`config.mk`:
```
export PLATFORM = sky130hd
export DESIGN_NAME = branch_resolve_unit
export DESIGN_NICKNAME = d
export VERILOG_FILES = /design/src/rtl/branch_resolve_unit_pkg.sv /design/src/rtl/branch_resolve_unit_decide.sv /design/src/rtl/branch_resolve_unit.sv
export SDC_FILE = /design/constraint.sdc
export NUM_CORES = 1
export LEC_CHECK = 0
export CAP_MARGIN = 25
export CORE_AREA = 2 2 139 141
export CTS_CLUSTER_DIAMETER = 150
export DETAILED_ROUTE_END_ITERATION = 10
export DIE_AREA = 0 0 141 143
export GPL_ROUTABILITY_DRIVEN = 0
export PLACE_DENSITY = 0.89
export SLEW_MARGIN = 20
export SYNTH_ARGS = -nofsm -noshare
export SYNTH_HDL_FRONTEND = slang
export SYNTH_SLANG_ARGS = --single-unit
```
`constraint.sdc`:
```
create_clock -name Clk -period 4 [get_ports Clk]
set_input_delay 1 -clock Clk [delete_from_list [all_inputs] [get_ports Clk]]
set_output_delay 1 -clock Clk [all_outputs]
set_load 0.01 [all_outputs]
```
`src/rtl/branch_resolve_unit_pkg.sv`:
```
// Shared decode constants and FSM encoding for the ID-stage branch resolution unit.
package branch_resolve_unit_pkg;

  localparam logic [5:0] OP_SPECIAL = 6'b000000;
  localparam logic [5:0] OP_REGIMM  = 6'b000001;
  localparam logic [5:0] OP_J       = 6'b000010;
  localparam logic [5:0] OP_JAL     = 6'b000011;
  localparam logic [5:0] OP_BEQ     = 6'b000100;
  localparam logic [5:0] OP_BNE     = 6'b000101;
  localparam logic [5:0] OP_BLEZ    = 6'b000110;
  localparam logic [5:0] OP_BGTZ    = 6'b000111;

  localparam logic [5:0] FN_JR      = 6'b001000;
  localparam logic [5:0] FN_JALR    = 6'b001001;

  localparam logic [4:0] RT_BLTZ    = 5'b00000;
  localparam logic [4:0] RT_BGEZ    = 5'b00001;

  localparam logic [4:0] LINK_RA    = 5'd31;

  typedef enum logic [1:0] {
    ST_IDLE,
    ST_PENDING,
    ST_FLUSH
  } brs_state_e;

endpackage

```
`src/rtl/branch_resolve_unit_decide.sv`:
```
// Combinational decode of MIPS control-transfer instructions: taken/target/link info.
module branch_decide
  import branch_resolve_unit_pkg::*;
#(
  parameter int unsigned XLEN        = 32,
  parameter bit          ENABLE_JALR = 1'b1
) (
  input  logic             valid_i,
  input  logic [31:0]      instr_i,
  input  logic [XLEN-29:0] pc_hi_i,
  input  logic [XLEN-1:0]  pc_plus_branch_i,
  input  logic [XLEN-1:0]  rs_i,
  input  logic [XLEN-1:0]  rt_i,
  output logic             take_o,
  output logic [XLEN-1:0]  target_o,
  output logic             is_cond_o,
  output logic             is_link_o,
  output logic [4:0]       link_reg_o
);

  logic [5:0]      opcode;
  logic [5:0]      funct;
  logic [4:0]      rt_field;
  logic            rs_neg;
  logic            rs_zero;
  logic            rs_eq_rt;
  logic [XLEN-1:0] jump_tgt;

  assign opcode   = instr_i[31:26];
  assign funct    = instr_i[5:0];
  assign rt_field = instr_i[20:16];
  // Signed compares against zero reduce to sign bit and zero test.
  assign rs_neg   = rs_i[XLEN-1];
  assign rs_zero  = (rs_i == '0);
  assign rs_eq_rt = (rs_i == rt_i);
  assign jump_tgt = {pc_hi_i, instr_i[25:0], 2'b00};

  always_comb begin
    take_o     = 1'b0;
    target_o   = pc_plus_branch_i;
    is_cond_o  = 1'b0;
    is_link_o  = 1'b0;
    link_reg_o = LINK_RA;
    if (valid_i) begin
      case (opcode)
        OP_SPECIAL: begin
          if (funct == FN_JR) begin
            take_o   = 1'b1;
            target_o = rs_i;
          end else if (ENABLE_JALR && (funct == FN_JALR)) begin
            take_o     = 1'b1;
            target_o   = rs_i;
            is_link_o  = 1'b1;
            link_reg_o = instr_i[15:11];
          end
        end
        OP_J: begin
          take_o   = 1'b1;
          target_o = jump_tgt;
        end
        OP_JAL: begin
          take_o    = 1'b1;
          target_o  = jump_tgt;
          is_link_o = 1'b1;
        end
        OP_BEQ: begin
          is_cond_o = 1'b1;
          take_o    = rs_eq_rt;
        end
        OP_BNE: begin
          is_cond_o = 1'b1;
          take_o    = !rs_eq_rt;
        end
        OP_BLEZ: begin
          is_cond_o = 1'b1;
          take_o    = rs_neg || rs_zero;
        end
        OP_BGTZ: begin
          is_cond_o = 1'b1;
          take_o    = !rs_neg && !rs_zero;
        end
        OP_REGIMM: begin
          if (rt_field == RT_BLTZ) begin
            is_cond_o = 1'b1;
            take_o    = rs_neg;
          end else if (rt_field == RT_BGEZ) begin
            is_cond_o = 1'b1;
            take_o    = !rs_neg;
          end
        end
        default: ;
      endcase
    end
  end

endmodule

```
`src/rtl/branch_resolve_unit.sv`:
```
// Registered branch/jump resolution: redirect strobe, IF flush window, link write, statistics.
module branch_resolve_unit
  import branch_resolve_unit_pkg::*;
#(
  parameter int unsigned XLEN         = 32,
  parameter int unsigned FLUSH_CYCLES = 1,
  parameter int unsigned CNT_W        = 16,
  parameter bit          ENABLE_JALR  = 1'b1
) (
  input  logic             Clk,
  input  logic             Rst,
  input  logic             Valid_ID,
  input  logic [31:0]      Instruction,
  input  logic [XLEN-1:0]  PC_Plus_4,
  input  logic [XLEN-1:0]  PC_Plus_Branch,
  input  logic [XLEN-1:0]  Reg_Data1,
  input  logic [XLEN-1:0]  Reg_Data2,
  input  logic             Stall_PC,
  output logic             PCSel,
  output logic [XLEN-1:0]  BranchPC,
  output logic             Flush_IF,
  output logic             Link_Write,
  output logic [4:0]       Link_Reg,
  output logic [XLEN-1:0]  Link_Addr,
  output logic [CNT_W-1:0] Branch_Count,
  output logic [CNT_W-1:0] Taken_Count
);

  localparam int unsigned    FW         = $clog2(FLUSH_CYCLES + 1);
  localparam logic [FW-1:0]  FLUSH_INIT = FW'(FLUSH_CYCLES);

  logic             dec_take;
  logic [XLEN-1:0]  dec_target;
  logic             dec_cond;
  logic             dec_link;
  logic [4:0]       dec_link_reg;
  logic [XLEN-1:0]  dec_link_addr;

  brs_state_e       state_q, state_d;
  logic [FW-1:0]    flush_cnt_q, flush_cnt_d;
  logic             pcsel_q, pcsel_d;
  logic             link_write_q, link_write_d;
  logic [XLEN-1:0]  branch_pc_q, branch_pc_d;
  logic [4:0]       link_reg_q, link_reg_d;
  logic [XLEN-1:0]  link_addr_q, link_addr_d;
  logic [XLEN-1:0]  pend_target_q, pend_target_d;
  logic             pend_link_q, pend_link_d;
  logic [4:0]       pend_link_reg_q, pend_link_reg_d;
  logic [XLEN-1:0]  pend_link_addr_q, pend_link_addr_d;
  logic [CNT_W-1:0] branch_cnt_q, branch_cnt_d;
  logic [CNT_W-1:0] taken_cnt_q, taken_cnt_d;

  logic             issue;
  logic [XLEN-1:0]  iss_target;
  logic             iss_link;
  logic [4:0]       iss_link_reg;
  logic [XLEN-1:0]  iss_link_addr;

  branch_decide #(
    .XLEN        (XLEN),
    .ENABLE_JALR (ENABLE_JALR)
  ) u_decide (
    .valid_i          (Valid_ID),
    .instr_i          (Instruction),
    .pc_hi_i          (PC_Plus_4[XLEN-1:28]),
    .pc_plus_branch_i (PC_Plus_Branch),
    .rs_i             (Reg_Data1),
    .rt_i             (Reg_Data2),
    .take_o           (dec_take),
    .target_o         (dec_target),
    .is_cond_o        (dec_cond),
    .is_link_o        (dec_link),
    .link_reg_o       (dec_link_reg)
  );

  assign dec_link_addr = PC_Plus_4 + XLEN'(4);

  // Redirect source: latched info when releasing a stalled decision, live decode otherwise.
  always_comb begin
    if (state_q == ST_PENDING) begin
      iss_target    = pend_target_q;
      iss_link      = pend_link_q;
      iss_link_reg  = pend_link_reg_q;
      iss_link_addr = pend_link_addr_q;
    end else begin
      iss_target    = dec_target;
      iss_link      = dec_link;
      iss_link_reg  = dec_link_reg;
      iss_link_addr = dec_link_addr;
    end
  end

  always_comb begin
    state_d          = state_q;
    flush_cnt_d      = flush_cnt_q;
    pcsel_d          = 1'b0;
    link_write_d     = 1'b0;
    branch_pc_d      = branch_pc_q;
    link_reg_d       = link_reg_q;
    link_addr_d      = link_addr_q;
    pend_target_d    = pend_target_q;
    pend_link_d      = pend_link_q;
    pend_link_reg_d  = pend_link_reg_q;
    pend_link_addr_d = pend_link_addr_q;
    branch_cnt_d     = branch_cnt_q;
    taken_cnt_d      = taken_cnt_q;
    issue            = 1'b0;

    case (state_q)
      ST_IDLE: begin
        if (dec_cond) begin
          branch_cnt_d = (branch_cnt_q == '1) ? branch_cnt_q : branch_cnt_q + 1'b1;
          if (dec_take) begin
            taken_cnt_d = (taken_cnt_q == '1) ? taken_cnt_q : taken_cnt_q + 1'b1;
          end
        end
        if (dec_take) begin
          if (Stall_PC) begin
            pend_target_d    = dec_target;
            pend_link_d      = dec_link;
            pend_link_reg_d  = dec_link_reg;
            pend_link_addr_d = dec_link_addr;
            state_d          = ST_PENDING;
          end else begin
            issue = 1'b1;
          end
        end
      end
      ST_PENDING: begin
        if (!Stall_PC) begin
          issue = 1'b1;
        end
      end
      ST_FLUSH: begin
        flush_cnt_d = flush_cnt_q - 1'b1;
        if (flush_cnt_q == FW'(1)) begin
          state_d = ST_IDLE;
        end
      end
      default: state_d = ST_IDLE;
    endcase

    if (issue) begin
      pcsel_d      = 1'b1;
      link_write_d = iss_link;
      branch_pc_d  = iss_target;
      if (iss_link) begin
        link_reg_d  = iss_link_reg;
        link_addr_d = iss_link_addr;
      end
      state_d     = ST_FLUSH;
      flush_cnt_d = FLUSH_INIT;
    end
  end

  always_ff @(posedge Clk) begin
    if (Rst) begin
      state_q          <= ST_IDLE;
      flush_cnt_q      <= '0;
      pcsel_q          <= 1'b0;
      link_write_q     <= 1'b0;
      branch_pc_q      <= '0;
      link_reg_q       <= '0;
      link_addr_q      <= '0;
      pend_target_q    <= '0;
      pend_link_q      <= 1'b0;
      pend_link_reg_q  <= '0;
      pend_link_addr_q <= '0;
      branch_cnt_q     <= '0;
      taken_cnt_q      <= '0;
    end else begin
      state_q          <= state_d;
      flush_cnt_q      <= flush_cnt_d;
      pcsel_q          <= pcsel_d;
      link_write_q     <= link_write_d;
      branch_pc_q      <= branch_pc_d;
      link_reg_q       <= link_reg_d;
      link_addr_q      <= link_addr_d;
      pend_target_q    <= pend_target_d;
      pend_link_q      <= pend_link_d;
      pend_link_reg_q  <= pend_link_reg_d;
      pend_link_addr_q <= pend_link_addr_d;
      branch_cnt_q     <= branch_cnt_d;
      taken_cnt_q      <= taken_cnt_d;
    end
  end

  assign PCSel        = pcsel_q;
  assign Link_Write   = link_write_q;
  assign BranchPC     = branch_pc_q;
  assign Link_Reg     = link_reg_q;
  assign Link_Addr    = link_addr_q;
  assign Flush_IF     = (state_q == ST_FLUSH);
  assign Branch_Count = branch_cnt_q;
  assign Taken_Count  = taken_cnt_q;

endmodule
```
=== Word-level counts from Yosys, hierarchy flattened ===
Cells that the tools add are included.

* Add/sub/neg operators: 4
* $mul: 0
* Div/mod/pow operators: 0
* Order comparisons: 0
* Equality and inequality tests: 22
* Shift operators: 0
* Muxes and demuxes: 36
* Bitwise logic cells: 4
* Reductions and logical operators: 20

{| class="wikitable"
|+ Operators with widths
! operator !! count
|-
| 32-bit two-way mux || 5
|-
| 32-bit case mux with 2 select lines || 1
|-
| 16-bit by 1-bit adder with 16-bit output, second input constant || 2
|-
| 32-bit by 3-bit adder with 32-bit output, second input constant || 1
|-
| 16-bit equality test, second input constant || 2
|-
| 32-bit equality test || 1
|-
| 32-bit zero test || 1
|-
| 5-bit two-way mux || 5
|-
| 6-bit by 3-bit equality test with 1-bit output, second input constant || 4
|-
| 1-bit two-way mux || 16
|-
| 6-bit by 2-bit equality test with 1-bit output, second input constant || 2
|-
| 6-bit by 4-bit equality test with 1-bit output, second input constant || 2
|-
| 4-bit AND reduction || 3
|-
| 2-bit two-way mux || 4
|-
| 1-bit case mux with 7 select lines || 1
|-
| 6-bit by 1-bit equality test with 1-bit output, second input constant || 1
|-
| 6-bit zero test || 1
|-
| 2-bit != test, second input constant || 3
|-
| 3-bit != test, second input constant || 2
|-
| 1-bit case mux with 2 select lines || 3
|-
| 2-bit case mux with 3 select lines || 1
|-
| 3-bit AND reduction || 2
|-
| 2-bit OR reduction || 3
|-
| 5-bit by 1-bit equality test with 1-bit output, second input constant || 1
|-
| 14 further kinds || 19
|}

* Bits in registers: 176
* Latch bits: 0
* Bits in writable memories: 0
* ROM bits: 0
* Logic and storage cells: 100
* Memories: 0

=== Longest topological paths before layout ===
* Word-level depth: 9
* Mapped depth: 10
* Gate-level depth less buffers: 8

=== Hierarchy ===
A second synthesis with hierarchy kept.

* Cell total of the unflattened synthesis: 1,140
* Area, all modules: 9,051.2 µm²

{| class="wikitable"
|+ Modules (own cells, without submodules)
! module !! times used !! cells each !! area each (µm²) !! seq. area each (µm²)
|-
| branch_resolve_unit || 1 || 947 || 7,597.3 || 3,523.4
|-
| branch_decide || 1 || 193 || 1,453.9 || 0.0
|}

=== Least setup slack after synthesis ===
OpenSTA, ideal clock, no wires.

* Path type: input port to flip-flop
* Start point: in Instruction[26]
* End point: reg taken_cnt_q[7], in the netlist Taken_Count[7]
* Arrival time: 2.995 ns
* Slack: 0.884 ns
* Stages on the path: 9
* Path buffers: 1
* Cells stage by stage: or4_1 nor2_1 nor2_1 a21oi_1 a41oi_1 a21o_1 buf_2 nor4_1 mux2_2

* Longest elaborated chain between the ends: 5
* Elaborated cells on any way between the ends: 15
* Classes of those cells: eq/ne: 7; mux: 4; reduce/logical: 4

{| class="wikitable"
|+ RTL lines
! element !! RTL line !! text
|-
| from (decl) || branch_resolve_unit.sv:13 || <nowiki>input logic [31:0] Instruction,</nowiki>
|-
| 6-bit by 2-bit equality test with 1-bit output or 6-bit by 3-bit equality test with 1-bit output (tied branches) || branch_resolve_unit_decide.sv:45 || <nowiki>case (opcode)</nowiki>
|-
| 2-bit OR reduction (no source line) or 4-bit OR reduction (tied branches) || - ||
|-
| 1-bit case mux with 7 select lines or 1-bit case mux with 2 select lines (tied branches) || branch_resolve_unit_decide.sv:45 ||
|-
| 1-bit two-way mux || branch_resolve_unit_decide.sv:44 || <nowiki>if (valid_i) begin</nowiki>
|-
| 4-bit AND reduction (no source line) * || - ||
|-
| to (signal assigned) || branch_resolve_unit.sv:184 || <nowiki>taken_cnt_q <= taken_cnt_d;</nowiki>
|-
| to (decl) || branch_resolve_unit.sv:51 || <nowiki>logic [CNT_W-1:0] taken_cnt_q, taken_cnt_d;</nowiki>
|}

Every way passes the cells marked *; elsewhere a longest branch is shown, timed or not.
A chain may end at the register's enable or synchronous reset.

=== Final worst setup path ===
* Start point: in Reg_Data1[0]
* End point: reg pend_link_addr_q[15]

* Longest elaborated chain between the ends: 6
* Elaborated cells on any way between the ends: 9
* Classes of those cells: eq/ne: 1; mux: 2; reduce/logical: 6

{| class="wikitable"
|+ RTL lines
! element !! RTL line !! text
|-
| from (decl) || branch_resolve_unit.sv:16 || <nowiki>input logic [XLEN-1:0] Reg_Data1,</nowiki>
|-
| 32-bit zero test || branch_resolve_unit_decide.sv:34 || <nowiki>assign rs_zero = (rs_i == '0);</nowiki>
|-
| 1-bit zero test || branch_resolve_unit_decide.sv:80 || <nowiki>take_o = !rs_neg && !rs_zero;</nowiki>
|-
| 1-bit logical AND || branch_resolve_unit_decide.sv:80 ||
|-
| 1-bit case mux with 7 select lines * || branch_resolve_unit_decide.sv:45 ||
|-
| 1-bit two-way mux * || branch_resolve_unit_decide.sv:44 ||
|-
| 3-bit AND reduction (no source line) * || - ||
|-
| to (signal assigned) || branch_resolve_unit.sv:182 || <nowiki>pend_link_addr_q <= pend_link_addr_d;</nowiki>
|-
| to (decl) || branch_resolve_unit.sv:49 || <nowiki>logic [XLEN-1:0] pend_link_addr_q, pend_link_addr_d;</nowiki>
|}

Marked as above.

==> flow_summary.yaml <==
synthesis:
  ys_top_cells_by_area: "dfxtp_1, nor2_1, a211oi_1, xor2_1, mux2i_1"
  yosysTopAreaCellShare_pct: 40.0
  synth.distinct_cells: 50
  syn_avg_cell_area_um2: 8.14
  ys.warnings.count: 0
  ys_async_sr_fraction_pct: 0
  synth_nets: 1248
  ys_ff_latch: 176
  synthCells: 1081
  synth-edff-count: 0
  synth.cell_area_um2: 8800
  synth_largest_area_cell: "dfxtp_1"
  synth-seq-area-share_pct: 40.0
  synth-main-ff-cell: "dfxtp_1"
pwr:
  power.leakage_nw: 4.17
  ir_drop_mv: 0.290
  power_frac_comb_pct: 10.0
  swShare_pct: 24.7
  seq_power_share_pct: 45.6
  p_switching_mw: 0.950
  p_per_area_nw_per_um2: 312
  p_total_mw: 3.85
  clkPwrFrac_pct: 44.4
  p_int_mw: 2.90
hold_path:
  hold_path_class: "reg -> reg"
  whs_endpoint: "pend_link_addr_q[0]"
  worst_hold_path.num_cells: 2
  hp-start: "pend_link_addr_q[0]"
cts:
  clockBufferDepth: 2
  cts_made_buffers: 17
  ctsResizeCount: 0
  tritoncts: "done"
  htreeDepth: 4
  cts_sinks: 176
  clkLatencyLatePin_ns: 0.43
  clockRootBuffer: "clkbuf_16"
  clkTransAtPathRegs_ns: 0.07
  post-cts-setup-buffer-count: 0
  hold_buffers: 0
sta:
  setup_ws_ns: 0.448
  fin_crit_sh_pct: 88.8
  final_max_slew_viol_count: 0
  skew_ns: 0.0105
  slew_headroom_pct: 47.0
  rsz0062_at_grt: "no"
  setup_violations: 0
  worst_pin_slew_ns: 0.795
  tns_ns: 0
  max_freq_mhz: 282
  fin_worst_hold_slack_ns: 0.480
  finalHoldViolations: 0
  period_minus_slack_ns: 3.55
floorplan:
  io-pin-count: 268
  die_area_um2: 20200
  coreArea_um2: 18600
  dieWidth_um: 141
  die_h_um: 143
  rows: 50
  start_util_pct: 47.4
drt:
  ant_nets: 0
  drc_errors: 0
  vias: 9028
  dr.pass1.iters: 8
  viasPerCell: 5.79
  wire_per_inst_um: 17.9
  drt_wl_total_um: 27900
  drt_iter0_markers: 894
critical_path:
  startpoint_type: "input pin"
  worstSetupPathType: "in -> reg"
  cp-end-kind: "flop"
  cp.arrival_ns: 3.89
  reg2reg_to: "Taken_Count[6]"
  cp_max_fo: 29
  r2r_slack_ns: 1.61
  worstRegToRegCells: 8
  required_ns: 4.33
  crit-reg2reg-launch: "Taken_Count[3]"
layout:
  diodes: 0
  post-route-util_pct: 66.5
  layout-drive-gt1-share_pct: 5.81
  nNetsFinal: 1479
  syn_to_final_growth_pct: 40.4
flow_run:
  drv_cap: 0
grt:
  overflow: 0
  top_usage_layer: "met2"
  grt_pass1_wl_um: 42700
  grt_antenna_before_repair: 1
  met1_usage_pct: 33.7
  grt_util_met2_pct: 42.5
  grt_usage_pct: 26.4
  grt_pass1_vias: 8401
  groute.layer.met3.usage_pct: 6.34
  grt_max_degree: 105
place:
  preCtsSetupSlack_ns: 0.0876
  port_buffers: 267
  dp_hpwl_um: 20100
outcome:
  status: "finished, final reports clean"
## kinds of logic after synthesis
family                   count (synthesis)  synth area share (%)
AND/OR/NAND/NOR                        416                  21.6
buffers and inverters                   88                  4.18
adder cells (fa/ha/maj)                  3                 0.427
AO/OA/AOI/OAI                          281                  21.3
XOR/XNOR                                71                  7.07
flip-flops                             176                  40.0
multiplexers                            46                  5.39
## cells in the final DEF, fill, tap and decap left out, types with 22 or more instances in the layout
| master | synthesis | layout |
|---|---|---|
| a211oi_1 | 90 | 90 |
| clkdlybuf4s50_1 | 0 | 266 |
| xor2_1 | 55 | 55 |
| nand3_1 | 22 | 22 |
| nor4_1 | 23 | 23 |
| nand2_1 | 65 | 65 |
| dfxtp_1 | 176 | 176 |
| a21oi_1 | 60 | 60 |
| o21ai_0 | 52 | 52 |
| mux2i_1 | 35 | 35 |
| nor2_1 | 211 | 210 |
| a22oi_1 | 30 | 30 |
| a22o_1 | 30 | 30 |
## cells in the mapped netlist (2+ instances only)
library cell and instances:
nor2_1 211, dfxtp_1 176, a211oi_1 90, nand2_1 65, a21oi_1 60, clkbuf_1 58
xor2_1 55, o21ai_0 52, mux2i_1 35, a22o_1 30, a22oi_1 30, nor4_1 23
nand3_1 22, nand4_1 21, nor3_1 21, xnor2_1 16, buf_2 15, mux2_2 11
nor2b_1 11, or3_1 11, and3_1 8, inv_1 8, nand2b_1 6, and4_1 5
o21ai_1 5, and2_1 4, buf_1 3, buf_4 3, ha_1 3, a31o_2 2
a32oi_1 2
## state kept, by name, summed over array words and instances, names as in the netlist
signal / cells
PCSel: 1
BranchPC: 32
Branch_Count: 16
pend_link_addr_q: 32
pend_link_q: 1
Link_Addr: 32
Taken_Count: 16
Link_Write: 1
pend_target_q: 32
pend_link_reg_q: 5
Link_Reg: 5
flush_cnt_q: 1
state_q: 2
## power groups by stage
stage / clock network [mW] / logic, mW / registers [mW]
3_5_place_dp: 0 / 0.375 / 1.80
2_1_floorplan: 0 / 0.126 / 1.80
3_3_place_gp: 0 / 0.370 / 1.80
6_report: 1.71 / 0.385 / 1.76
5_1_grt: 1.81 / 0.406 / 1.76
4_1_cts: 1.74 / 0.379 / 1.76
## layout make-up
type | instances | area [µm²]
tap | 234 | 293
fill | 1521 | 6230
inverter | 8 | 30.0
multi-input combinational | 817 | 4930
clock inverter | 14 | 169
sequential | 176 | 3520
timing repair buffer | 292 | 2970
clock buffer | 18 | 429
## through the flow
stage,cells,cell area (µm²)
after floorplan,1081,8800
after global placement,1527,11800
after detailed placement,1527,11800
after CTS,1559,12400
after global routing,1559,12400
final,1559,12400
## how the worst max path moves through the flow
stage	start	to	slack, ns	cells past startpoint
3_5_place_dp	Reg_Data1[0]	pend_link_addr_q[15]	0.09	12
6_report	Reg_Data1[0]	pend_link_addr_q[15]	0.45	12
4_1_cts	Reg_Data1[6]	pend_link_addr_q[15]	0.53	12
2_1_floorplan	Instruction[26]	Taken_Count[7]	0.88	9
3_3_place_gp	Reg_Data1[0]	pend_link_addr_q[17]	0.18	12
5_1_grt	Reg_Data1[0]	pend_link_addr_q[22]	0.36	12
## per-layer routing
layer | share of wire (%) | routed length, µm
met3 | 7.4 | 2060
met1 | 41 | 11600
met4 | 3.4 | 959
met2 | 48 | 13300
met5 | 0.047 | 13
## critical path: stages
cell and delay [ns]:
clkdlybuf4s50_1 0.53, nor4_1 0.42, nand4_1 0.20, o21bai_1 0.22, xor2_1 0.18, a41oi_1 0.17
buf_4 0.21, a211oi_4 0.31, buf_12 0.19, buf_12 0.17, nor2_1 0.06, a211oi_1 0.23
Power figures use the tool's default switching activity.
